## src/rtl/ps2_dev_pkg.sv

```systemverilog
// ps2_dev_pkg: shared types and constants for the PS/2 device transmitter.
//   state_t      FSM encoding (IDLE, SEND_HI, SEND_LO, GAP)
//   FRAME_BITS   bits per PS/2 frame (start + 8 data + parity + stop)
//   PS2_START / PS2_STOP  framing bit levels
//   build_frame  packs a byte into an 11-bit frame, bit 0 sent first
package ps2_dev_pkg;

  typedef enum logic [1:0] {
    IDLE    = 2'd0,
    SEND_HI = 2'd1,
    SEND_LO = 2'd2,
    GAP     = 2'd3
  } state_t;

  localparam int   FRAME_BITS = 11;
  localparam logic PS2_START  = 1'b0;
  localparam logic PS2_STOP   = 1'b1;

  // Odd parity: parity bit set when the data holds an even number of ones.
  function automatic logic [FRAME_BITS-1:0] build_frame(input logic [7:0] data);
    return {PS2_STOP, ~^data, data, PS2_START};
  endfunction

endpackage

```

## src/rtl/ps2_dev_fifo.sv

```systemverilog
// ps2_dev_fifo: small synchronous FIFO holding queued scancode bytes.
//   clk, srst        clock and synchronous active-high reset
//   wr_en, wr_data   push request and data (ignored while full)
//   rd_en            pop request (ignored while empty)
//   rd_data          head of the queue, valid whenever !empty
//   full, empty      status flags
// Pointers carry one extra wrap bit so full and empty are told apart by
// comparing the MSBs. The head is read combinationally so the transmitter
// can latch it in the same cycle it sees the FIFO become non-empty.
module ps2_dev_fifo #(
  parameter int WIDTH = 8,
  parameter int DEPTH = 4
) (
  input  logic             clk,
  input  logic             srst,
  input  logic             wr_en,
  input  logic [WIDTH-1:0] wr_data,
  input  logic             rd_en,
  output logic [WIDTH-1:0] rd_data,
  output logic             full,
  output logic             empty
);

  localparam int AW = $clog2(DEPTH);

  logic [WIDTH-1:0] mem [DEPTH];
  logic [AW:0]      wr_ptr_reg;
  logic [AW:0]      rd_ptr_reg;
  logic             wr_fire;
  logic             rd_fire;

  assign full    = (wr_ptr_reg[AW] != rd_ptr_reg[AW]) &&
                   (wr_ptr_reg[AW-1:0] == rd_ptr_reg[AW-1:0]);
  assign empty   = (wr_ptr_reg == rd_ptr_reg);
  assign wr_fire = wr_en && !full;
  assign rd_fire = rd_en && !empty;
  assign rd_data = mem[rd_ptr_reg[AW-1:0]];

  always_ff @(posedge clk) begin
    if (wr_fire) begin
      mem[wr_ptr_reg[AW-1:0]] <= wr_data;
    end
  end

  always_ff @(posedge clk) begin
    if (srst) begin
      wr_ptr_reg <= '0;
      rd_ptr_reg <= '0;
    end else begin
      if (wr_fire) wr_ptr_reg <= wr_ptr_reg + 1'b1;
      if (rd_fire) rd_ptr_reg <= rd_ptr_reg + 1'b1;
    end
  end

endmodule

```

## src/rtl/ps2_dev_tx.sv

```systemverilog
// ps2_dev_tx: PS/2 device-to-host transmitter with a byte queue.
//   clk_i, rst_i    system clock, synchronous active-high reset
//   tx_data_i       byte to queue; accepted when tx_valid_i && tx_ready_o
//   tx_valid_i      push request
//   tx_ready_o      queue not full
//   ps2_clk_i       sensed PS/2 clock line (host may hold it low to inhibit)
//   ps2_clk_o       clock drive, 0 = pull low, 1 = release
//   ps2_dat_o       data drive, 0 = pull low, 1 = release
//   busy_o          FSM active or bytes queued
//   done_o          one-cycle pulse after a frame completes
//   abort_o         one-cycle pulse when the host inhibits mid-frame
// Each bit is a released half-period (data changes on its first cycle)
// followed by a pulled-low half-period. The inhibit check looks at the
// synchronized clock on the last released cycle, so CLK_DIV must be at
// least 3 for the echo of our own low phase to have cleared the synchronizer.
module ps2_dev_tx
  import ps2_dev_pkg::*;
#(
  parameter int CLK_DIV    = 2500,
  parameter int GAP_HP     = 4,
  parameter int FIFO_DEPTH = 4
) (
  input  logic       clk_i,
  input  logic       rst_i,
  input  logic [7:0] tx_data_i,
  input  logic       tx_valid_i,
  output logic       tx_ready_o,
  input  logic       ps2_clk_i,
  output logic       ps2_clk_o,
  output logic       ps2_dat_o,
  output logic       busy_o,
  output logic       done_o,
  output logic       abort_o
);

  localparam int              CW       = $clog2(CLK_DIV * GAP_HP + 1);
  localparam logic [CW-1:0]   HP_LAST  = CW'(CLK_DIV - 1);
  localparam logic [CW-1:0]   GAP_LAST = CW'(CLK_DIV * GAP_HP - 1);
  localparam logic [3:0]      BIT_LAST = 4'(FRAME_BITS - 1);

  state_t                  state_reg, state_next;
  logic [CW-1:0]           cnt_reg, cnt_next;
  logic [3:0]              bit_reg, bit_next;
  logic [FRAME_BITS-1:0]   shift_reg, shift_next;
  logic                    done_reg, done_next;
  logic                    abort_reg, abort_next;
  logic                    clk_meta_reg;
  logic                    clk_s_reg;

  logic                    fifo_pop;
  logic                    fifo_full;
  logic                    fifo_empty;
  logic [7:0]              fifo_head;

  ps2_dev_fifo #(
    .WIDTH (8),
    .DEPTH (FIFO_DEPTH)
  ) u_fifo (
    .clk     (clk_i),
    .srst    (rst_i),
    .wr_en   (tx_valid_i),
    .wr_data (tx_data_i),
    .rd_en   (fifo_pop),
    .rd_data (fifo_head),
    .full    (fifo_full),
    .empty   (fifo_empty)
  );

  // Two-flop synchronizer; resets to the released (high) level.
  always_ff @(posedge clk_i) begin
    if (rst_i) begin
      clk_meta_reg <= 1'b1;
      clk_s_reg    <= 1'b1;
    end else begin
      clk_meta_reg <= ps2_clk_i;
      clk_s_reg    <= clk_meta_reg;
    end
  end

  always_ff @(posedge clk_i) begin
    if (rst_i) begin
      state_reg <= IDLE;
      cnt_reg   <= '0;
      bit_reg   <= '0;
      shift_reg <= '1;
      done_reg  <= 1'b0;
      abort_reg <= 1'b0;
    end else begin
      state_reg <= state_next;
      cnt_reg   <= cnt_next;
      bit_reg   <= bit_next;
      shift_reg <= shift_next;
      done_reg  <= done_next;
      abort_reg <= abort_next;
    end
  end

  always_comb begin
    state_next = state_reg;
    cnt_next   = cnt_reg;
    bit_next   = bit_reg;
    shift_next = shift_reg;
    done_next  = 1'b0;
    abort_next = 1'b0;
    fifo_pop   = 1'b0;
    case (state_reg)
      IDLE: begin
        if (!fifo_empty && clk_s_reg) begin
          state_next = SEND_HI;
          cnt_next   = '0;
          bit_next   = '0;
          shift_next = build_frame(fifo_head);
        end
      end
      SEND_HI: begin
        if (cnt_reg == HP_LAST) begin
          cnt_next = '0;
          if (!clk_s_reg) begin
            // Host inhibit: head stays queued and is resent from the start.
            abort_next = 1'b1;
            state_next = GAP;
          end else begin
            state_next = SEND_LO;
          end
        end else begin
          cnt_next = cnt_reg + 1'b1;
        end
      end
      SEND_LO: begin
        if (cnt_reg == HP_LAST) begin
          cnt_next = '0;
          if (bit_reg == BIT_LAST) begin
            fifo_pop   = 1'b1;
            done_next  = 1'b1;
            state_next = GAP;
          end else begin
            bit_next   = bit_reg + 1'b1;
            shift_next = {PS2_STOP, shift_reg[FRAME_BITS-1:1]};
            state_next = SEND_HI;
          end
        end else begin
          cnt_next = cnt_reg + 1'b1;
        end
      end
      GAP: begin
        if (cnt_reg == GAP_LAST) begin
          cnt_next   = '0;
          state_next = IDLE;
        end else begin
          cnt_next = cnt_reg + 1'b1;
        end
      end
      default: state_next = IDLE;
    endcase
  end

  assign ps2_clk_o  = (state_reg != SEND_LO);
  assign ps2_dat_o  = ((state_reg == SEND_HI) || (state_reg == SEND_LO)) ? shift_reg[0] : 1'b1;
  assign busy_o     = (state_reg != IDLE) || !fifo_empty;
  assign done_o     = done_reg;
  assign abort_o    = abort_reg;
  assign tx_ready_o = !fifo_full;

endmodule

```

## config.mk

```make
export PLATFORM = sky130hd
export DESIGN_NAME = ps2_dev_tx
export DESIGN_NICKNAME = d
export VERILOG_FILES = /design/src/rtl/ps2_dev_pkg.sv /design/src/rtl/ps2_dev_fifo.sv /design/src/rtl/ps2_dev_tx.sv
export SDC_FILE = /design/constraint.sdc
export NUM_CORES = 1
export LEC_CHECK = 0
export ABC_AREA = 1
export BUFFER_PORTS_ARGS = -buffer_cell sky130_fd_sc_hd__buf_2
export CORE_AREA = 2 2 83 85
export CTS_CLUSTER_SIZE = 25
export DETAILED_ROUTE_END_ITERATION = 8
export DIE_AREA = 0 0 85 87
export PLACE_DENSITY = 0.75
export RECOVER_POWER = 100
export SLEW_MARGIN = 10
export SYNTH_ARGS = -nofsm -noshare
export SYNTH_HDL_FRONTEND = slang
export SYNTH_SLANG_ARGS = --single-unit
```

## constraint.sdc

```tcl
create_clock -name clk_i -period 4.3 [get_ports clk_i]
set_input_delay 0.43 -clock clk_i [delete_from_list [all_inputs] [get_ports clk_i]]
set_output_delay 0.43 -clock clk_i [all_outputs]
set_load 0.05 [all_outputs]
```

# Yosys cells after proc, flatten, opt, wreduce, memory -nomap -nowiden
# Memory sizes are Yosys's and may differ from the RTL's. A register that Yosys moved wholly into a read port is not among the register bits.
# Cells that the tools add are included.
# op_classes
addsub	4
eq_ne	15
n_mux	28
bitwise	2
n_reduce_logical	16
# op_table
cell	count
14-bit two-way mux	3
14-bit case mux with 3 select lines	1
11-bit two-way mux	3
11-bit case mux with 2 select lines	1
14-bit by 1-bit adder with 14-bit output, second input constant	1
14-bit by 12-bit equality test with 1-bit output, second input constant	1
14-bit equality test, second input constant	1
2-bit two-way mux	7
4-bit two-way mux	3
2-bit inequality test, second input constant	6
1-bit two-way mux	8
2-bit case mux with 4 select lines	1
4-bit case mux with 2 select lines	1
4-bit AND reduction	2
8-bit XNOR reduction	1
3-bit by 1-bit adder with 3-bit output, second input constant	2
4-bit by 1-bit adder with 4-bit output, second input constant	1
2-bit equality test, second input constant	2
4-bit equality test, second input constant	1
1-bit logical AND	4
2-bit nonzero test	2
3-bit equality test	1
3-bit OR reduction	1
2-bit by 1-bit equality test with 1-bit output, second input constant	1
7 further kinds	10
# word_totals
register_bits	41
ramBits	32
inputBits	12
output_inout_bits	6
elab_cells	76
mem_count	1
# mem_list
memory	words	word_bits	read_ports	rd_clocked_by_memory_dff	wr	line_no	text
u_fifo.mem	4	8	1	1	1	ps2_dev_fifo.sv:26	logic [WIDTH-1:0] mem [DEPTH];

# Depth between registers and ports, before layout
# Gate-level depths: netlist of the first run.
# logic_depth
ltp_word	7
mapped_depth	14
ltp_nobuf	13

# Modules after synthesis
# Synthesis of the first run repeated with hierarchy kept, for this count alone.
# hier_totals
cells_unflattened	423
area_unflattened_um2	3667.3
# modules_own_cells
mod	n_inst	cells_each	area_per_inst_um2	seq_area_each_um2
ps2_dev_tx	1	273	1968.1	680.7
ps2_dev_fifo	1	150	1699.1	1121.1

# Worst setup path before layout of the first run
# OpenSTA, ideal clock, no wires.
# synth_path
path_type	register to register
startpoint	register u_fifo.wr_ptr_reg[2]
endpoint	memory u_fifo.mem[0][0] (enable)
setup_ns	0.371
t_arrival_ns	1.634
t_required_ns	3.929
path_slack_ns	2.295
path_stages_with_launch	5
n_path_buf	0
synth_period_minus_slack_ns	2.005
cell_sequence	dfxtp_1 -> xnor2_1 -> nand3b_1 -> nand2_2 -> nor2_1
# synth_via
elab_chain_len	6
# synth_lines
item	line_no	text
start: declaration	ps2_dev_fifo.sv:27	logic [AW:0] wr_ptr_reg;
start signal: assignment	ps2_dev_fifo.sv:50	if (wr_fire) wr_ptr_reg <= wr_ptr_reg + 1'b1;
1-bit inequality test	ps2_dev_fifo.sv:32	assign full = (wr_ptr_reg[AW] != rd_ptr_reg[AW]) &&
1-bit logical AND	ps2_dev_fifo.sv:32	
1-bit zero test	n/a	
via tx_ready_o	ps2_dev_tx.sv:27	output logic tx_ready_o,
1-bit logical AND	ps2_dev_fifo.sv:35	assign wr_fire = wr_en && !full;
1-bit two-way mux	ps2_dev_fifo.sv:40	if (wr_fire) begin
1-bit two-way mux (not written as such)	ps2_dev_fifo.sv:41	mem[wr_ptr_reg[AW-1:0]] <= wr_data;
end: declaration	ps2_dev_fifo.sv:26	
# The timed path passes the listed nets, and every way through them passes these cells.

# Worst setup path after layout of the first run
# layout_path
startpoint	register state_reg[0]
endpoint	register shift_reg[3]
# layout_via
elab_chain_len	3
word_cells_on_any_way	8
cone_classes	4 x eq/ne; 1 x mux; 3 x reduce/logical
# layout_lines
item	line_no	text
start: declaration	ps2_dev_tx.sv:41	state_t state_reg, state_next;
start signal: assignment	ps2_dev_tx.sv:89	state_reg <= state_next;
2-bit equality test or 2-bit zero test (tied branches)	ps2_dev_tx.sv:106	case (state_reg)
2-bit inequality test (no source line) or 2-bit nonzero test (tied branches)	n/a	
4-bit AND reduction (no source line)	n/a	
end signal: assignment	ps2_dev_tx.sv:92	shift_reg <= shift_next;
end: declaration	ps2_dev_tx.sv:44	logic [FRAME_BITS-1:0] shift_reg, shift_next;
# Several ways; a longest one is shown, not always the timed one.
# A chain may end at the register's enable or synchronous reset.

==> results of run 1 <==
metrics by stage:
stage                      util  power [mW]  setup WS, ns  hold slack (ns)  instances
final                     0.610        1.79          1.37            0.263        574
after global routing      0.610        1.90          1.07            0.260        574
after CTS                 0.618        1.82          1.87            0.259        574
after detailed placement  0.588        1.31          2.19            0.394        558
after global placement    0.588        1.30          2.28            0.394        558
after floorplan               -        1.26          2.29            0.389        475
power by group through the flow:
stage	Combinational [mW]	Sequential, mW	Clock (mW)
4_1_cts	0.463	0.832	0.526
3_3_place_gp	0.451	0.846	0
2_1_floorplan	0.421	0.837	0
3_5_place_dp	0.462	0.847	0
5_1_grt	0.505	0.838	0.556
6_report	0.440	0.833	0.516
synth_stat cells:
cell                       count
sky130_fd_sc_hd__nand3b_1      1
sky130_fd_sc_hd__nand3_4       1
sky130_fd_sc_hd__nand3_2       4
sky130_fd_sc_hd__clkbuf_1      1
sky130_fd_sc_hd__nor3_2        1
sky130_fd_sc_hd__o21ai_1       1
sky130_fd_sc_hd__buf_2         6
sky130_fd_sc_hd__or2_2         3
sky130_fd_sc_hd__nand3_1      39
sky130_fd_sc_hd__inv_2         3
sky130_fd_sc_hd__o311ai_0      1
sky130_fd_sc_hd__inv_1        42
sky130_fd_sc_hd__nand2_1     163
sky130_fd_sc_hd__dfxtp_1      42
sky130_fd_sc_hd__nor3_1        6
sky130_fd_sc_hd__nand4_1       7
sky130_fd_sc_hd__edfxtp_1     32
sky130_fd_sc_hd__xor2_1        9
sky130_fd_sc_hd__buf_6         6
sky130_fd_sc_hd__inv_4         2
sky130_fd_sc_hd__ha_1         13
sky130_fd_sc_hd__nor2_1       37
sky130_fd_sc_hd__nand2_2       9
sky130_fd_sc_hd__o21ai_0      16
sky130_fd_sc_hd__a21oi_1      14
sky130_fd_sc_hd__nor2_2        5
sky130_fd_sc_hd__buf_8         1
sky130_fd_sc_hd__a21oi_2       2
sky130_fd_sc_hd__o21bai_1      2
sky130_fd_sc_hd__xnor2_1       4
sky130_fd_sc_hd__nand2_4       2
placed cells by master, fill, tap and decap left out, types with 2 or more instances in the layout:
cell type                    netlist  layout
sky130_fd_sc_hd__nand3_2           4       3
sky130_fd_sc_hd__dfxtp_1          42      42
sky130_fd_sc_hd__nor2_1           37      39
sky130_fd_sc_hd__inv_1            42      42
sky130_fd_sc_hd__clkinvlp_2        0       2
sky130_fd_sc_hd__buf_2             6       2
sky130_fd_sc_hd__o21ai_0          16      17
sky130_fd_sc_hd__clkbuf_1          1      15
sky130_fd_sc_hd__or2_2             3       3
sky130_fd_sc_hd__inv_2             3       3
sky130_fd_sc_hd__nand4_1           7       7
sky130_fd_sc_hd__edfxtp_1         32      32
sky130_fd_sc_hd__nand3_1          39      41
sky130_fd_sc_hd__nand2_1         163     166
sky130_fd_sc_hd__xnor2_1           4       4
sky130_fd_sc_hd__xor2_1            9       9
sky130_fd_sc_hd__nor2_2            5       3
sky130_fd_sc_hd__nand2_4           2       2
sky130_fd_sc_hd__clkinvlp_4        0       3
sky130_fd_sc_hd__clkbuf_8          0       9
sky130_fd_sc_hd__o21bai_1          2       2
sky130_fd_sc_hd__nand2_2           9       6
sky130_fd_sc_hd__nor3_1            6       6
sky130_fd_sc_hd__ha_1             13      13
sky130_fd_sc_hd__a21oi_1          14      15
worst max-delay path, stage by stage (launching register included):
cell,delay [ns]
sky130_fd_sc_hd__dfxtp_1,0.35
sky130_fd_sc_hd__inv_1,0.15
sky130_fd_sc_hd__ha_1,0.61
sky130_fd_sc_hd__o21ai_0,0.24
sky130_fd_sc_hd__nand3_1,0.52
sky130_fd_sc_hd__clkinvlp_2,0.66
sky130_fd_sc_hd__nand2_1,0.18
sky130_fd_sc_hd__nand3_1,0.08
area by class of cell:
class	instances	area (um2)	area share
sequential	74	1800	0.450
multi-input combinational	340	1660	0.415
inverter	47	180	0.0450
clock buffer	9	124	0.0309
tap	80	100	0.0250
clock inverter	7	70.1	0.0175
timing repair buffer	17	66.3	0.0166
kinds of logic after synthesis:
logic type      share of synthesized area
compound gates                     0.0517
buf+inv                            0.0784
flops                               0.475
xor+xnor                           0.0300
simple gates                        0.322
fa+ha+maj                          0.0428
how the worst max path moves through the flow:
| stage | startpoint | end | slack, ns | depth (start not counted) |
|---|---|---|---|---|
| floorplan | u_fifo.wr_ptr_reg[2] | u_fifo.mem[0][0] | 2.29 | 4 |
| global placement | state_reg[0] | bit_reg[2] | 2.28 | 8 |
| detailed placement | state_reg[0] | bit_reg[2] | 2.19 | 8 |
| CTS | state_reg[0] | ps2_clk_o | 1.87 | 4 |
| global route | state_reg[0] | shift_reg[8] | 1.07 | 7 |
| finish | state_reg[0] | shift_reg[3] | 1.37 | 7 |
per-layer routing:
metal | part of all wire | GRT usage
met2 | 0.46 | 0.317
met1 | 0.49 | 0.263
met4 | 0.019 | 0.0750
met3 | 0.036 | 0.0531
met5 | 0 | 0
==> results.sh, run 1 <==
export IMPL_run_status="complete, no violations"
export IMPL_total_switching_power_mw=0.603
export IMPL_setup_viol=0
export IMPL_synthDominantCellAreaShare=0.253
export IMPL_io_buffers=17
export IMPL_postCtsHoldBufs=0
export IMPL_initial_utilization=0.578
export IMPL_r2r_start="state_reg[0]"
export IMPL_gate_count_after_technology_mapping=475
export IMPL_ys_ff_latch=74
export IMPL_cts_clk_slew_worst_paths_ns=0.08
export IMPL_vdd_ir_drop_worst_v=0.000299
export IMPL_fin_tns_setup_ns=0
export IMPL_routed_wirelength_um=6990
export IMPL_grt_start_max_net_pins=24
export IMPL_drt_vias_per_instance=5.13
export IMPL_r2r_setup_slack_ns=1.37
export IMPL_die_area_um2=7400
export IMPL_timing_hold_worst_endpoint="clk_meta_reg"
export IMPL_final_max_slew_viol_count=0
export IMPL_antenna_violation_net_count_after_detailed_routing=0
export IMPL_max_clock_freq_ghz=0.341
export IMPL_n_antenna_cell=0
export IMPL_placement_rows=30
export IMPL_post_synth_instance_area_um2=3800
export IMPL_ctsHtreeMaxLevel=3
export IMPL_standard_cell_core_area_um2=6570
export IMPL_swShare=0.337
export IMPL_clock_buffers_created_by_tritoncts=9
export IMPL_worst_slew_pin_transition_ns=0.801
export IMPL_post_synth_cell_area_avg_um2=7.99
export IMPL_io_pin_count=18
export IMPL_placed_area_um2=3860
export IMPL_finalInstanceArea_um2=4010
export IMPL_largest_fanout_on_the_critical_path=23
export IMPL_end_kind="register"
export IMPL_detail_route_drc_violations=0
export IMPL_hold_viol=0
export IMPL_synthTopCellsByArea="sky130_fd_sc_hd__edfxtp_1, sky130_fd_sc_hd__dfxtp_1, sky130_fd_sc_hd__nand2_1"
export IMPL_share_of_the_clock_period_used_by_the_worst_path=0.681
export IMPL_num_vias=2943
export IMPL_tritoncts_clock_tree="done"
export IMPL_seq_power_share=0.466
export IMPL_startpoint_type="register"
export IMPL_wl_per_cell_um=12.2
export IMPL_dr_first_iter_drc_count=171
export IMPL_tmin_final_ns=2.93
export IMPL_synth_area_leader_cell="sky130_fd_sc_hd__edfxtp_1"
export IMPL_gr_usage_all_layers=0.199
export IMPL_clock_latency_ns=0.35
export IMPL_timing_worst_setup_path_type="register to register"
export IMPL_finClkSkew_ns=0.00740
export IMPL_synth_cell_type_count=31
export IMPL_crit_reg2reg_capture="shift_reg[3]"
export IMPL_syn_to_final_growth_pct=5.50
export IMPL_worstPathArrival_ns=3.13
export IMPL_yosys_warning_total=0
export IMPL_hold_startpoint="ps2_clk_i"
export IMPL_antenna_violations_before_repair=0
export IMPL_power_share_clock=0.289
export IMPL_detail_route_first_pass_iterations=5
export IMPL_min_delay_path_depth=2
export IMPL_drive_above_1_share=0.0830
export IMPL_critical_path_required_ns=4.50
export IMPL_die_width_um=85
export IMPL_proportion_of_power_drawn_by_combinational_gates=0.246
export IMPL_r2r_cells=7
export IMPL_post_cts_setup_buffer_count=0
export IMPL_routabilityCongestion=0.916
export IMPL_synth_sequential_area_ratio=0.475
export IMPL_power_leakage_nw=1.65
export IMPL_rsz0062_at_grt="no"
export IMPL_cts_root_buffer="sky130_fd_sc_hd__clkbuf_8"
export IMPL_power_per_cell_area_nw_per_um2=447
export IMPL_slew_limit_headroom=0.464
export IMPL_hp_class="input port to register"
export IMPL_first_global_vias=2611
export IMPL_clock_buffer_depth=2
export IMPL_maxCapViolations=0
export IMPL_fp_dieH_um=87
export IMPL_grt_pass1_wl_um=11600
export IMPL_internal_power_mw=1.19
export IMPL_cts_sink_cnt=74
export IMPL_dp_hpwl_um=4920
export IMPL_grt_remaining_overflow=0
export IMPL_post_cts_resize_count=0
export IMPL_nNetsFinal=514
export IMPL_largest_register_ffs=32
export IMPL_synth_fp_nets=500
export IMPL_fillerInstances=578
No activity file was read; power rests on OpenSTA's default activity.
==> run 2: changes to the inputs <==
- clock period: 4.3 -> 3 ns (I/O delays scaled with it)
==> results.sh, run 2 (synthesis gave the netlist of run 1 again) <==
export IMPL_run_status="complete, no violations"
export IMPL_fillerInstances=562
export IMPL_io_pin_count=18
export IMPL_finClkSkew_ns=0.0115
export IMPL_initial_utilization=0.578
export IMPL_cts_clk_slew_worst_paths_ns=0.08
export IMPL_rsz0062_at_grt="no"
export IMPL_globalRouteMet1Util=0.276
export IMPL_cts_root_buffer="sky130_fd_sc_hd__clkbuf_8"
export IMPL_io_buffers=17
export IMPL_dr_first_iter_drc_count=168
export IMPL_power_leakage_nw=1.69
export IMPL_vdd_ir_drop_worst_v=0.000435
export IMPL_n_antenna_cell=0
export IMPL_largest_register_ffs=32
export IMPL_grt_busiest_layer="met2"
export IMPL_largest_fanout_on_the_critical_path=23
export IMPL_hp_class="input port to register"
export IMPL_worstPathArrival_ns=2.13
export IMPL_layout_area_seq_um2=1800
export IMPL_power_mw=2.80
export IMPL_cp_cell_sequence="inv_1 -> ha_1 -> inv_1 -> clkbuf_1"
export IMPL_gr_usage_all_layers=0.214
export IMPL_dp_hpwl_um=5040
export IMPL_max_clock_freq_ghz=0.412
export IMPL_placement_rows=30
export IMPL_syn_to_final_growth_pct=7.15
export IMPL_final_max_slew_viol_count=0
export IMPL_wl_per_cell_um=12.7
export IMPL_most_common_layout_cells="sky130_fd_sc_hd__nand2_1, sky130_fd_sc_hd__inv_1, sky130_fd_sc_hd__dfxtp_1, sky130_fd_sc_hd__nand3_1, sky130_fd_sc_hd__nor2_1"
export IMPL_clock_buffer_depth=2
export IMPL_drt_vias_per_instance=5.17
export IMPL_grt_pass1_wl_um=12400
export IMPL_ctsHtreeMaxLevel=3
export IMPL_die_area_um2=7400
export IMPL_setup_viol=0
export IMPL_maxCapViolations=0
export IMPL_fin_tns_setup_ns=0
export IMPL_pre_cts_ws_ns=0.833
export IMPL_standard_cell_core_area_um2=6570
export IMPL_clock_buffers_created_by_tritoncts=9
export IMPL_grt_remaining_overflow=0
export IMPL_detail_route_drc_violations=0
export IMPL_worst_slew_pin_transition_ns=0.894
export IMPL_detail_route_first_pass_iterations=6
export IMPL_critical_path_required_ns=2.70
export IMPL_timing_worst_setup_path_type="register to output pin"
export IMPL_hold_viol=0
export IMPL_post_cts_setup_buffer_count=0
export IMPL_tritoncts_clock_tree="done"
export IMPL_r2r_setup_slack_ns=0.80
export IMPL_power_per_cell_area_nw_per_um2=687
export IMPL_end_kind="output pin"
export IMPL_share_of_the_clock_period_used_by_the_worst_path=0.809
export IMPL_most_common_cell_after_layout_fill_and_taps_aside="sky130_fd_sc_hd__nand2_1"
export IMPL_fp_dieH_um=87
export IMPL_nNetsFinal=514
export IMPL_startpoint_type="register"
export IMPL_grt_util_met3=0.0616
export IMPL_grt_start_max_net_pins=24
export IMPL_met2_usage=0.338
export IMPL_die_width_um=85
export IMPL_final_core_utilization=0.619
export IMPL_tmin_final_ns=2.43
export IMPL_slew_limit_headroom=0.402
export IMPL_num_vias=2965
export IMPL_multi_input_comb_area_um2=1670
export IMPL_antenna_violations_before_repair=0
export IMPL_clock_latency_ns=0.35
export IMPL_cpMostUsedCell="sky130_fd_sc_hd__inv_1"
export IMPL_post_route_worst_setup_slack_ns=0.573
export IMPL_postCtsHoldBufs=0
export IMPL_crit_path_top_delay_cell="sky130_fd_sc_hd__ha_1"
export IMPL_post_cts_resize_count=0
export IMPL_drive_above_1_share=0.0850
export IMPL_routabilityCongestion=0.897
export IMPL_first_global_vias=2787
export IMPL_antenna_violation_net_count_after_detailed_routing=0
export IMPL_cts_sink_cnt=74
export IMPL_routed_wirelength_um=7300
export IMPL_timing_critical_path_slowest_cell_delay_ns=0.61
-- run 2: area by class of cell --
| cell class | instances | area share |
|---|---|---|
| timing repair buffer | 17 | 0.0163 |
| sequential | 74 | 0.443 |
| clock inverter | 7 | 0.0305 |
| clock buffer | 9 | 0.0305 |
| multi-input combinational | 340 | 0.411 |
| inverter | 47 | 0.0446 |
| tap | 80 | 0.0246 |
-- run 2: worst paths after layout --
kind | start | to | cells past startpoint
setup / recovery | state_reg[0] | ps2_clk_o | 4
hold / removal | ps2_clk_i | clk_meta_reg | 2
setup reg to reg | state_reg[0] | bit_reg[3] | 7
hold reg to reg | clk_meta_reg | clk_s_reg | 1
-- run 2: routing by layer --
| metal | wire (um) | part of all wire |
|---|---|---|
| met3 | 331 | 0.045 |
| met4 | 147 | 0.020 |
| met1 | 3460 | 0.47 |
| met5 | 0 | 0 |
| met2 | 3360 | 0.46 |
-- run 2: worst max-delay path: cells and delay by family, from the launching register on --
kind	cells	cell delay, ns
DFF	1	0.35
buffers and inverters	3	0.81
adders and majority gates	1	0.61
-- run 2: power breakdown --
group          total [mW]  leakage (nW)  switching, mW  internal [mW]
Clock               0.953         0.121          0.392          0.561
Sequential           1.19         0.636         0.0527           1.14
Combinational       0.651         0.937          0.464          0.187
Total                2.80          1.69          0.909           1.89
-- run 2: per-stage QoR --
| step | cell area, um2 | hold slack, ns | cells |
|---|---|---|---|
| final | 4070 | 0.131 | 574 |
| after global routing | 4070 | 0.124 | 574 |
| after CTS | 4110 | 0.119 | 574 |
| after detailed placement | 3860 | 0.405 | 558 |
| after global placement | 3860 | 0.400 | 558 |
| after floorplan | 3800 | 0.389 | 475 |
==> run 3: changes to the inputs <==
- ABC_AREA: 1 -> 0
- CORE_AREA: 2 2 83 85 -> 2 2 79 81
- DIE_AREA: 0 0 85 87 -> 0 0 81 83
- PLACE_DENSITY: 0.75 -> 0.74
- clock period: 3 -> 2.3 ns (I/O delays scaled with it)
==> results.sh, run 3 <==
export IMPL_antenna_violations_before_repair=0
export IMPL_pre_cts_ws_ns=0.0107
export IMPL_placement_rows=28
export IMPL_power_leakage_nw=1.35
export IMPL_standard_cell_core_area_um2=5820
export IMPL_ys_ff_latch=74
export IMPL_final_core_utilization=0.663
export IMPL_detail_route_drc_violations=0
export IMPL_post_route_worst_setup_slack_ns=0.00792
export IMPL_clock_buffer_depth=2
export IMPL_largest_fanout_on_the_critical_path=8
export IMPL_final_max_slew_viol_count=0
export IMPL_grt_remaining_overflow=0
export IMPL_synth_cell_type_count=50
export IMPL_post_synth_cell_area_avg_um2=11.7
export IMPL_synth_ff_type="sky130_fd_sc_hd__dfxtp_1"
export IMPL_yosys_warning_total=0
export IMPL_most_common_layout_cells="sky130_fd_sc_hd__dfxtp_1, sky130_fd_sc_hd__edfxtp_1, sky130_fd_sc_hd__nor2_1, sky130_fd_sc_hd__xnor2_1, sky130_fd_sc_hd__buf_4"
export IMPL_antenna_violation_net_count_after_detailed_routing=0
export IMPL_max_clock_freq_ghz=0.436
export IMPL_setup_viol=0
export IMPL_synthTopCellsByArea="sky130_fd_sc_hd__edfxtp_1, sky130_fd_sc_hd__dfxtp_1, sky130_fd_sc_hd__xnor2_1"
export IMPL_maxCapViolations=0
export IMPL_largest_register_ffs=32
export IMPL_crit_reg2reg_capture="bit_reg[3]"
export IMPL_cts_clk_slew_worst_paths_ns=0.08
export IMPL_share_of_the_clock_period_used_by_the_worst_path=0.997
export IMPL_power_per_cell_area_nw_per_um2=946
export IMPL_synth_top_cells_by_count="sky130_fd_sc_hd__dfxtp_1, sky130_fd_sc_hd__edfxtp_1, sky130_fd_sc_hd__nor2_1, sky130_fd_sc_hd__xnor2_1, sky130_fd_sc_hd__ha_1"
export IMPL_routed_wirelength_um=6530
export IMPL_syn_to_final_growth_pct=14.0
export IMPL_dr_first_iter_drc_count=142
export IMPL_end_kind="register"
export IMPL_ctsHtreeMaxLevel=3
export IMPL_tritoncts_clock_tree="done"
export IMPL_io_buffers=17
export IMPL_count_of_flip_flops_with_a_built_in_enable_after_synthesis=32
export IMPL_num_vias=2346
export IMPL_r2r_setup_slack_ns=0.008
export IMPL_most_common_cell_after_layout_fill_and_taps_aside="sky130_fd_sc_hd__dfxtp_1"
export IMPL_dp_hpwl_um=4490
export IMPL_first_global_vias=2260
export IMPL_synth_fp_nets=313
export IMPL_hp_class="input port to register"
export IMPL_die_width_um=81
export IMPL_hold_viol=0
export IMPL_critical_path_required_ns=2.58
export IMPL_r2r_cells=6
export IMPL_slew_limit_headroom=0.624
export IMPL_run_status="complete, no violations"
export IMPL_fp_dieH_um=83
export IMPL_min_delay_path_depth=2
export IMPL_finClkSkew_ns=0.00990
export IMPL_die_area_um2=6720
export IMPL_initial_utilization=0.581
export IMPL_tmin_final_ns=2.29
export IMPL_hold_startpoint="ps2_clk_i"
export IMPL_worstPathArrival_ns=2.57
export IMPL_postCtsHoldBufs=0
export IMPL_timing_worst_setup_path_type="register to register"
export IMPL_wl_per_cell_um=16.3
export IMPL_synthDominantCellAreaShare=0.284
export IMPL_routabilityCongestion=0.832
export IMPL_final_cell_count_no_fill=402
export IMPL_detail_route_first_pass_iterations=5
export IMPL_worst_slew_pin_transition_ns=0.550
export IMPL_n_antenna_cell=0
export IMPL_gr_usage_all_layers=0.215
export IMPL_synth_sequential_area_ratio=0.533
export IMPL_dp_cells=384
export IMPL_vdd_ir_drop_worst_v=0.000542
export IMPL_clock_latency_ns=0.34
export IMPL_power_mw=3.65
export IMPL_synth_area_leader_cell="sky130_fd_sc_hd__edfxtp_1"
export IMPL_cts_root_buffer="sky130_fd_sc_hd__clkbuf_8"
export IMPL_gate_count_after_technology_mapping=288
export IMPL_post_synth_instance_area_um2=3380
export IMPL_timing_hold_worst_endpoint="clk_meta_reg"
export IMPL_nNetsFinal=348
export IMPL_clock_buffers_created_by_tritoncts=9
export IMPL_r2r_start="cnt_reg[0]"
export IMPL_startpoint_type="register"
export IMPL_cts_sink_cnt=74
export IMPL_grt_start_max_net_pins=21
export IMPL_synth_async_reset_ratio=0
export IMPL_synthMostInstantiatedCell="sky130_fd_sc_hd__dfxtp_1"
export IMPL_drt_vias_per_instance=5.84
export IMPL_io_pin_count=18
export IMPL_grt_pass1_wl_um=11000
export IMPL_holdWs_ns=0.0784
export IMPL_drive_above_1_share=0.202
-- run 3: cell count changes in the layout (fill, tap and decap cells not counted), moves of 9 or more --
cell | previous run | this run
sky130_fd_sc_hd__inv_1 | 42 | 12
sky130_fd_sc_hd__xnor2_1 | 4 | 22
sky130_fd_sc_hd__buf_4 | 0 | 18
sky130_fd_sc_hd__nand2_1 | 166 | 11
sky130_fd_sc_hd__nor2_1 | 39 | 25
sky130_fd_sc_hd__mux2i_1 | 0 | 9
sky130_fd_sc_hd__nand3_1 | 41 | 10
-- run 3: cells by family (layout without fill, tap and decap cells) --
kind of cell | Yosys count | count (layout) | share of synthesized area
AOI/OAI and AO/OA | 57 | 57 | 0.114
muxes | 17 | 17 | 0.0799
buffers and inverters | 24 | 63 | 0.0278
adders and majority gates | 13 | 13 | 0.0481
and+or+nand+nor | 75 | 75 | 0.125
xor gates and xnor gates | 28 | 28 | 0.0725
DFF | 74 | 74 | 0.533
-- run 3: repair_timing --
item	in CTS	in global routing
buffers inserted	0	3
endpoints found under the setup margin	0	14
gates resized for setup	0	8
-- run 3: final cells by class --
type | count | area [um2]
Clock buffer | 9 | 124
Clock inverter | 6 | 67.6
Fill cell | 469 | 1960
Inverter | 13 | 48.8
Multi-Input combinational cell | 190 | 1510
Sequential cell | 74 | 1800
Tap cell | 75 | 93.8
Timing Repair Buffer | 35 | 206
-- run 3: worst max-delay path: stages (launching register included) --
cell and delay, ns:
sky130_fd_sc_hd__dfxtp_2 0.35, sky130_fd_sc_hd__ha_1 0.18, sky130_fd_sc_hd__or4bb_4 0.50, sky130_fd_sc_hd__nor4_4 0.39, sky130_fd_sc_hd__a21oi_4 0.14, sky130_fd_sc_hd__or4_4 0.54
sky130_fd_sc_hd__a21oi_2 0.13
-- run 3: layer usage --
| metal | global-route usage | wire (um) | vias up |
|---|---|---|---|
| met5 | 0 | 0 | - |
| met4 | 0.0832 | 81 | 0 |
| met3 | 0.0402 | 319 | 9 |
| met2 | 0.317 | 3120 | 64 |
| met1 | 0.313 | 3020 | 1132 |
| li1 | - | - | 1141 |
-- run 3: how the worst max path moves through the flow --
| stage | slack [ns] | from | end | depth (start not counted) |
|---|---|---|---|---|
| global route | -0.05 | cnt_reg[0] | bit_reg[3] | 6 |
| CTS | 0.002 | cnt_reg[0] | bit_reg[3] | 6 |
| finish | 0.008 | cnt_reg[0] | bit_reg[3] | 6 |
| floorplan | 0.12 | cnt_reg[0] | register | 6 |
| detailed placement | 0.01 | cnt_reg[0] | bit_reg[3] | 6 |
| global placement | 0.1 | cnt_reg[0] | bit_reg[3] | 6 |
-- run 3: report_power, final --
part | internal [mW] | total [mW] | switching, mW
Clock | 0.497 | 0.977 | 0.480
Combinational | 0.398 | 1.06 | 0.664
Sequential | 1.52 | 1.61 | 0.0879
Total | 2.41 | 3.65 | 1.23
-- run 3: metrics by stage --
| step | instance area [um2] | setup TNS, ns |
|---|---|---|
| 2_1_floorplan | 3380 | 0 |
| 3_3_place_gp | 3630 | 0 |
| 3_5_place_dp | 3630 | 0 |
| 4_1_cts | 3820 | 0 |
| 5_1_grt | 3850 | -0.141 |
| 6_report | 3850 | 0 |
